`src/rtl/sel_mux_pipe.sv`:
```
// Parametrised N-way word select feeding a 2-entry valid/ready elastic buffer.
// Optional saturating error counter port (err_cnt) enabled by macro SEL_MUX_ERRCNT_EN.
module sel_mux_pipe #(
  parameter int               WIDTH       = 32,
  parameter int               NUM_IN      = 13,
  parameter int               SEL_W       = 4,
  parameter logic [WIDTH-1:0] DEFAULT_VAL = '0
) (
  input  logic                    clk,
  input  logic                    rst_n,
  input  logic [NUM_IN*WIDTH-1:0] in_bus,
  input  logic [SEL_W-1:0]        sel,
  input  logic                    in_valid,
  output logic                    in_ready,
  output logic [WIDTH-1:0]        out_data,
  output logic                    out_err,
  output logic                    out_valid,
  input  logic                    out_ready,
  input  logic                    err_clr,
`ifdef SEL_MUX_ERRCNT_EN
  output logic [7:0]              err_cnt,
`endif
  output logic                    sel_err
);

  if ((2 ** SEL_W) < NUM_IN) begin : g_bad_sel_w
    $error("sel_mux_pipe: SEL_W too narrow for NUM_IN");
  end
  if (NUM_IN < 2 || NUM_IN > 64) begin : g_bad_num_in
    $error("sel_mux_pipe: NUM_IN must be in 2..64");
  end

  logic [WIDTH:0]   r_mem [2];
  logic             r_head;
  logic             r_tail;
  logic [1:0]       r_count;
  logic             r_in_ready;
  logic             r_out_valid;
  logic [WIDTH-1:0] r_out_data;
  logic             r_out_err;
  logic             r_sel_err;

  logic [WIDTH-1:0] w_sel_data;
  logic             w_sel_hit;
  logic             w_push;
  logic             w_pop;
  logic [1:0]       w_count_nxt;
  logic             w_head_nxt;
  logic             w_tail_nxt;
  logic [WIDTH:0]   w_new_entry;
  logic [WIDTH:0]   w_head_entry_nxt;

  // Out-of-range codes never index the bus; they fall through to DEFAULT_VAL.
  always_comb begin
    w_sel_data = DEFAULT_VAL;
    w_sel_hit  = 1'b0;
    for (int k = 0; k < NUM_IN; k++) begin
      if (sel == SEL_W'(k)) begin
        w_sel_data = in_bus[k*WIDTH +: WIDTH];
        w_sel_hit  = 1'b1;
      end
    end
  end

  assign w_push      = in_valid & r_in_ready;
  assign w_pop       = r_out_valid & out_ready;
  assign w_head_nxt  = r_head ^ w_pop;
  assign w_tail_nxt  = r_tail ^ w_push;
  assign w_new_entry = {~w_sel_hit, w_sel_data};

  always_comb begin
    w_count_nxt = r_count;
    case ({w_push, w_pop})
      2'b10:   w_count_nxt = r_count + 2'd1;
      2'b01:   w_count_nxt = r_count - 2'd1;
      default: w_count_nxt = r_count;
    endcase
  end

  // Look ahead to the head entry after this edge so the outputs stay registered.
  always_comb begin
    w_head_entry_nxt = r_mem[w_head_nxt];
    if (w_push && (r_tail == w_head_nxt)) begin
      w_head_entry_nxt = w_new_entry;
    end
  end

  always_ff @(posedge clk or negedge rst_n) begin
    if (!rst_n) begin
      r_mem[0]    <= '0;
      r_mem[1]    <= '0;
      r_head      <= 1'b0;
      r_tail      <= 1'b0;
      r_count     <= 2'd0;
      r_in_ready  <= 1'b0;
      r_out_valid <= 1'b0;
      r_out_data  <= '0;
      r_out_err   <= 1'b0;
    end else begin
      if (w_push) begin
        r_mem[r_tail] <= w_new_entry;
      end
      r_head      <= w_head_nxt;
      r_tail      <= w_tail_nxt;
      r_count     <= w_count_nxt;
      r_in_ready  <= (w_count_nxt != 2'd2);
      r_out_valid <= (w_count_nxt != 2'd0);
      if (w_count_nxt != 2'd0) begin
        r_out_err  <= w_head_entry_nxt[WIDTH];
        r_out_data <= w_head_entry_nxt[WIDTH-1:0];
      end
    end
  end

  // Set has priority over clear.
  always_ff @(posedge clk or negedge rst_n) begin
    if (!rst_n) begin
      r_sel_err <= 1'b0;
    end else if (w_push && !w_sel_hit) begin
      r_sel_err <= 1'b1;
    end else if (err_clr) begin
      r_sel_err <= 1'b0;
    end
  end

`ifdef SEL_MUX_ERRCNT_EN
  logic [7:0] r_err_cnt;

  // An increment together with a clear restarts the count at 1.
  always_ff @(posedge clk or negedge rst_n) begin
    if (!rst_n) begin
      r_err_cnt <= 8'd0;
    end else if (w_push && !w_sel_hit) begin
      if (err_clr) begin
        r_err_cnt <= 8'd1;
      end else if (r_err_cnt != 8'hFF) begin
        r_err_cnt <= r_err_cnt + 8'd1;
      end
    end else if (err_clr) begin
      r_err_cnt <= 8'd0;
    end
  end

  assign err_cnt = r_err_cnt;
`endif

  assign in_ready  = r_in_ready;
  assign out_valid = r_out_valid;
  assign out_data  = r_out_data;
  assign out_err   = r_out_err;
  assign sel_err   = r_sel_err;

endmodule

```
`config.mk`:
```
export PLATFORM = sky130hd
export DESIGN_NAME = sel_mux_pipe
export DESIGN_NICKNAME = d
export VERILOG_FILES = /design/src/rtl/sel_mux_pipe.sv
export SDC_FILE = /design/constraint.sdc
export NUM_CORES = 1
export LEC_CHECK = 0
export BUFFER_PORTS_ARGS = -buffer_cell sky130_fd_sc_hd__buf_2
export CAP_MARGIN = 40
export CORE_AREA = 2 2 180 182
export CTS_BUF_LIST = sky130_fd_sc_hd__clkbuf_4
export CTS_CLUSTER_SIZE = 30
export DETAILED_ROUTE_END_ITERATION = 8
export DIE_AREA = 0 0 182 184
export SYNTH_ARGS = -nofsm -noshare
export SYNTH_HDL_FRONTEND = slang
export SYNTH_SLANG_ARGS = --single-unit
```
`constraint.sdc`:
```
create_clock -name clk -period 2.58 [get_ports clk]
set_input_delay 0.129 -clock clk [delete_from_list [all_inputs] [get_ports clk]]
set_output_delay 0.129 -clock clk [all_outputs]
set_load 0.02 [all_outputs]
```
# == Yosys cells after proc, flatten, opt, wreduce, memory -nomap -nowiden ==
# Cells that the tools add are included.
# totals
romBits,0
ff_bits,106
ram_bits,0
input_bits,425
out_inout_bits,36
latchBits,0
memories,0
# op_classes
n_eq_ne,16
n_mux,36
n_div,0
add_sub_neg,2
shift,0
reduce_logical,7
bitwise_logic,7
n_lt_le_gt_ge,3
multipliers,0
# ops
op,count
32-bit 2-to-1 mux,13
33-bit 2-to-1 mux,5
66-bit bitwise mux,1
33-bit demux with 1-bit select,1
"4-bit == test, second input constant",5
"4-bit by 3-bit == test with 1-bit output, second input constant",4
1-bit 2-to-1 mux,15
"4-bit by 2-bit == test with 1-bit output, second input constant",2
"4-bit by 1-bit == test with 1-bit output, second input constant",1
"2-bit >= comparator, second input constant",2
4-bit logical NOT,1
1-bit inverter with 2-bit output,2
2-bit case mux with 2 select lines,1
2-bit nonzero test,2
1-bit logical AND,3
"2-bit by 1-bit adder with 2-bit output, second input constant",1
1-bit AND,2
"2-bit by 1-bit == test with 1-bit output, second input constant",1
"2-bit == test, second input constant",1
"2-bit by 1-bit < comparator with 1-bit output, second input constant",1
"2-bit inequality test, second input constant",1
"2-bit by 1-bit subtractor with 2-bit output, second input constant",1
1-bit XOR,2
1-bit == test,1
2 further kinds,2

# == Depth between registers and ports, before layout ==
# depth
depth_word,17
depth_mapped,10
mapped_depth_nobuf,8

# == Worst setup path before layout ==
# Ideal clock, no wire load.
# synth_path
path_type,flip-flop to flip-flop
from,register r_out_valid (netlist: out_valid)
to,register r_out_data[8] (netlist: out_data[8])
path_stages_with_launch,10
setup_slack_ps,291
setup_time_ps,126
t_arrival_ps,2162
synth_period_minus_slack_ps,2289
path_cell_list,dfrtp_1 nand2_1 inv_1 ha_1 nand2b_1 o22ai_1 clkbuf_1 clkbuf_1 nor3_1 a221o_1
# synth_via
elab_chain_cells,7
# synth_lines
element,line,rtl
from (decl),38,logic r_out_valid;
from (signal assigned),107,r_out_valid <= (w_count_nxt != 2'd0);
1-bit AND *,66,assign w_pop = r_out_valid & out_ready;
1-bit XOR,67,assign w_head_nxt = r_head ^ w_pop;
1-bit inverter with 2-bit output (implied by the code),82,w_head_entry_nxt = r_mem[w_head_nxt];
33-bit 2-to-1 mux (implied by the code) (3 in series),82,
33-bit 2-to-1 mux,83,if (w_push && (r_tail == w_head_nxt)) begin
to (signal assigned),110,r_out_data <= w_head_entry_nxt[WIDTH-1:0];
to (decl),39,logic [WIDTH-1:0] r_out_data;
# Every way passes the cells marked *; elsewhere a longest branch is shown, timed or not. The select of a mux whose other input is x is not followed.
# A chain may end at the register's enable or synchronous reset.

# == Final worst setup path ==
# layout_path
from,register r_in_ready (netlist: in_ready)
to,register r_out_data[1] (netlist: out_data[1])
# layout_via
elab_chain_cells,4
# layout_lines
element,line,rtl
from (decl),37,logic r_in_ready;
from (signal assigned),106,r_in_ready <= (w_count_nxt != 2'd2);
1-bit AND *,65,assign w_push = in_valid & r_in_ready;
2-bit by 1-bit == test with 1-bit output or 2-bit == test (tied branches),73,"case ({w_push, w_pop})"
2-bit case mux with 2 select lines,73,
2-bit nonzero test,108,if (w_count_nxt != 2'd0) begin
# Every way passes the cells marked *; elsewhere a longest branch is shown, timed or not.

==> results.md <==
- The run finished with clean final reports.
- The share of the clock period used by the worst path after layout is 0.8829.
- The worst setup path is launched from a register.
- The clock reaches the later pin of the worst-skew pair after around 0.48 ns.
- The post-synthesis net count is between 1000 and 1500.
- STA classifies the critical path endpoint as a register.
- The worst setup path is of the reg -> reg kind.
- Clock tree synthesis found a total of ~110 sinks.
- The first global-routing pass estimated 60510 µm of wire.
- The final net count is 1884.
- The TritonCTS clock tree is yes.
- The first TritonRoute pass finished after 5 iterations.
- The total power density per cell area is ~730 nW/µm².
- The share of synthesized area in the top cell type comes to 0.3016.
- The number of antenna violations at the first check in global routing is 6.
- For this block, the routed nets add up to roughly 41000 µm of wire.
- Including well taps, the total number of placed cells is about 1800.
- The number of global-route vias before repair came to slightly below 10000.
- The count of yosys warnings during synthesis is 0.
- The number of buffers and inverters on the critical path is 1.
- The cell type with the highest aggregate area in the netlist is sky130_fd_sc_hd__dfrtp_1.
- Of the total power, the share spent switching nets is 0.4279.
- The number of enable flip-flop cells after synthesis is 0.
- The initial utilization of the core area, before any placement, comes to 0.2802.
- The internal power is 4.963 mW.
- The count of buffers added on input and output ports is 460.
- The slack of the critical path is 0.3022 ns.
- Walking the worst path, the cells encountered are nand2_1, ha_1, nand2b_1, o22ai_4, buf_4, nor3_1, a221o_1.
- The path class of the lowest-slack min-delay path is in -> async.
- Clock skew on the completed layout was measured at 0.02488 ns.
- The net switching power is between 3 and 4 mW.
- Counting distinct cell types in the post-synthesis netlist gives between 40 and 50.
- On the worst path, the slowest cell contributes a delay of approximately 0.43 ns.
- The height of the die is roughly 180 µm.
- After filler insertion, the fill cell instance count of the layout stands at around 3300.
- For this run, the top clock speed supported by timing is 0.4390 GHz.
- The clock transition at the registers of the reported paths is around 0.19 ns.
- The clock share of power is 0.097.
- Setup violations remaining at the end of the flow were counted as 0.
- CTS placed an instance of sky130_fd_sc_hd__clkbuf_4 at the clock tree root.
- The standard cell with the maximum stage delay on the critical path is sky130_fd_sc_hd__buf_4.
- In the routed layout, each cell is associated on average with a via count of roughly 5.4.
- The total I/O pin count is 461.
- The overall die area is 33490 µm².
- A synthesized cell averages 8.489 µm².
- The standard cell area after detailed placement is 11680 µm².
- The leakage power figure is approximately 5.6 nW.
- The fraction of registers with async set/reset is 1.000.
- The H-tree generated during clock tree synthesis spans 3 levels.
- Of the cells placed in the final design, the portion with a size suffix greater than 1 is 0.4394.
- The largest net degree at the start of global routing is 54.
- The required time at the worst-slack endpoint is 2.94 ns.
- The setup total negative slack is 0 ns.
- The worst path needs approximately 2.3 ns of the cycle, external delays included.
- The routed layout has around 10000 vias.
- The count of non-filler cells in the finished layout is between 1500 and 2000.
- Sorting the synthesized cells by area gives the leading types as sky130_fd_sc_hd__dfrtp_1 (30%), sky130_fd_sc_hd__mux2_2 (13%), sky130_fd_sc_hd__mux2i_1 (10%), sky130_fd_sc_hd__o22ai_1 (6.4%), sky130_fd_sc_hd__o21ai_0 (5.9%).
- The part of the Yosys area used for sequential elements is 0.3016.
- The congestion estimate from routability-driven global placement came to about 1.
- The number of hold-slack violations in the final timing report is 0.
- The HPWL after detailed placement is 32870 µm.
- The combinational share of power is 0.568.
- The slew at the pin closest to its max-slew limit is ~0.54 ns.
- The part of the power in registers is 0.335.
- The most used flip-flop cell after synthesis is sky130_fd_sc_hd__dfrtp_1.
- The synthesized flop and latch total is ~110.
- Setup repair after global routing left no endpoint under its margin.
- Measured along the x axis, the die boundary spans about 180 µm.
- The post-placement worst setup slack is approximately 0.16 ns.
- After detailed routing, the average wire length per cell comes to 22.02 µm.
- Counting the buffers created by CTS gives 9.
- Final hold analysis gives a worst-case slack of between 0.1 and 0.15 ns.
- For this run, the total global-route usage over all layers was measured as 0.2374.
- The signal arrival time at the worst endpoint is 2.64 ns.
- The count of nets left with antenna violations once routing finished came out at 0.
- The total number of placement rows is 65.
- The total overflow left after global routing is 0.
- The relative slew slack is 0.6329.
- Once the clock tree was built, the setup fixing pass inserted 0 buffers.
- The worst-case clock buffer depth is 2.
- The worst-case IR drop observed on VDD is around 0.00049 V.
- The commonest cells after synthesis are sky130_fd_sc_hd__dfrtp_1 (106), sky130_fd_sc_hd__o21ai_0 (103), sky130_fd_sc_hd__nor2_1 (100).
- The post-synthesis instance area is 8795 µm².
- The most numerous cell in the Yosys netlist is sky130_fd_sc_hd__dfrtp_1.
- The final instance area is approximately 12000 µm².
- Hold repair after CTS inserted 2 buffers.
- The completed layout was analyzed and its total power is approximately 8.7 mW.
- The cell family contributing the most delay on the critical path is simple AND/OR/NAND/NOR gates.
- Max-cap violations in this run came to 0.
- The core region is approximately 31000 µm².
- In this run, post-CTS repair resized a total of 0 instances.
- The detailed router finished its first iteration with ~680 violations.
- In the routed design, unresolved DRC markers number 0.
- The fraction of the core area covered by cells at the end of the flow is 0.3771.
- The cell count after synthesis is 1036.
- The number of max-slew violations in the final report is 0.
- The critical-path maximum fanout is between 40 and 50.
- The area growth from synthesis to layout is 34.61%.
==> state kept, by name, summed over array words and instances, names as in the netlist <==
signal / count
out_data: 32
in_ready: 1
r_tail: 1
sel_err: 1
r_head: 1
r_count: 2
r_mem: 66
out_err: 1
out_valid: 1
==> cells by family after synthesis <==
group                    after synthesis  synth area share
AO/OA/AOI/OAI                        365            0.2575
XOR/XNOR                               5          0.007115
flip-flops                           106            0.3016
multiplexers                         190            0.2302
buffers and inverters                117           0.06516
adder cells (fa/ha/maj)                3          0.004268
AND/OR/NAND/NOR                      250            0.1342
==> placed cells by master, fill, tap and decap left out, drive strengths merged, types with 2 or more instances in the layout <==
cell type and n:
a211oi 2, a21o 6, a21oi 81, a221o 29, a22o 5, a22oi 5, a2bb2oi 2, a31oi 5
and3b 2, buf 514, clkbuf 10, clkinv 2, dfrtp 106, diode 4, dlygate4sd3 2, ha 3
inv 14, mux2 98, mux2i 92, nand2 40, nand2b 11, nand3 27, nor2 101, nor2b 27
nor3 33, o2111ai 24, o21ai 109, o221ai 5, o22ai 90, or3 2, xnor2 3, xor2 2
==> worst paths after layout <==
kind                       cells after the start   startpoint      endpoint  slack (ns)
max                                            7     in_ready   out_data[1]        0.30
min                                            2        rst_n     r_mem[36]        0.14
max reg2reg                                    7     in_ready   out_data[1]        0.30
min reg2reg                                    1    r_mem[49]     r_mem[49]        0.53
max in group asynchronous                      3        rst_n     r_mem[28]        1.66
min in group clk                               4  in_bus[407]  out_data[23]        0.15
==> power groups by stage <==
| stage | Combinational (mW) | Clock, mW | Sequential, mW |
|---|---|---|---|
| after global placement | 4.85 | 0 | 2.91 |
| after CTS | 4.95 | 0.873 | 2.91 |
| after detailed placement | 4.94 | 0 | 2.95 |
| after global routing | 5.31 | 0.935 | 3.00 |
| final | 4.92 | 0.842 | 2.91 |
| after floorplan | 3.01 | 0 | 3.12 |
==> layer usage <==
| layer | routed length (µm) | vias up | share of wire | track usage |
|---|---|---|---|---|
| met4 | 686 | 4 | 0.017 | 0.05258 |
| met2 | 20580 | 484 | 0.50 | 0.4359 |
| met5 | 30 | - | 0.00073 | 0 |
| li1 | - | 4733 | - | - |
| met3 | 2736 | 38 | 0.067 | 0.03863 |
| met1 | 17090 | 4837 | 0.42 | 0.2906 |
==> area by class of cell <==
class                   instances  area (µm²)  area share
diodes                          4       10.01   0.0008455
clock buffers                  10       75.07    0.006341
clock inverters                 6       57.56    0.004862
inverters                      10       37.54    0.003171
multi-input cells             813        5612      0.4740
flip-flops and latches        106        2653      0.2241
well taps                     402       503.0     0.04249
repair buffers                516        2892      0.2442
No activity file was read; power rests on OpenSTA's default activity.
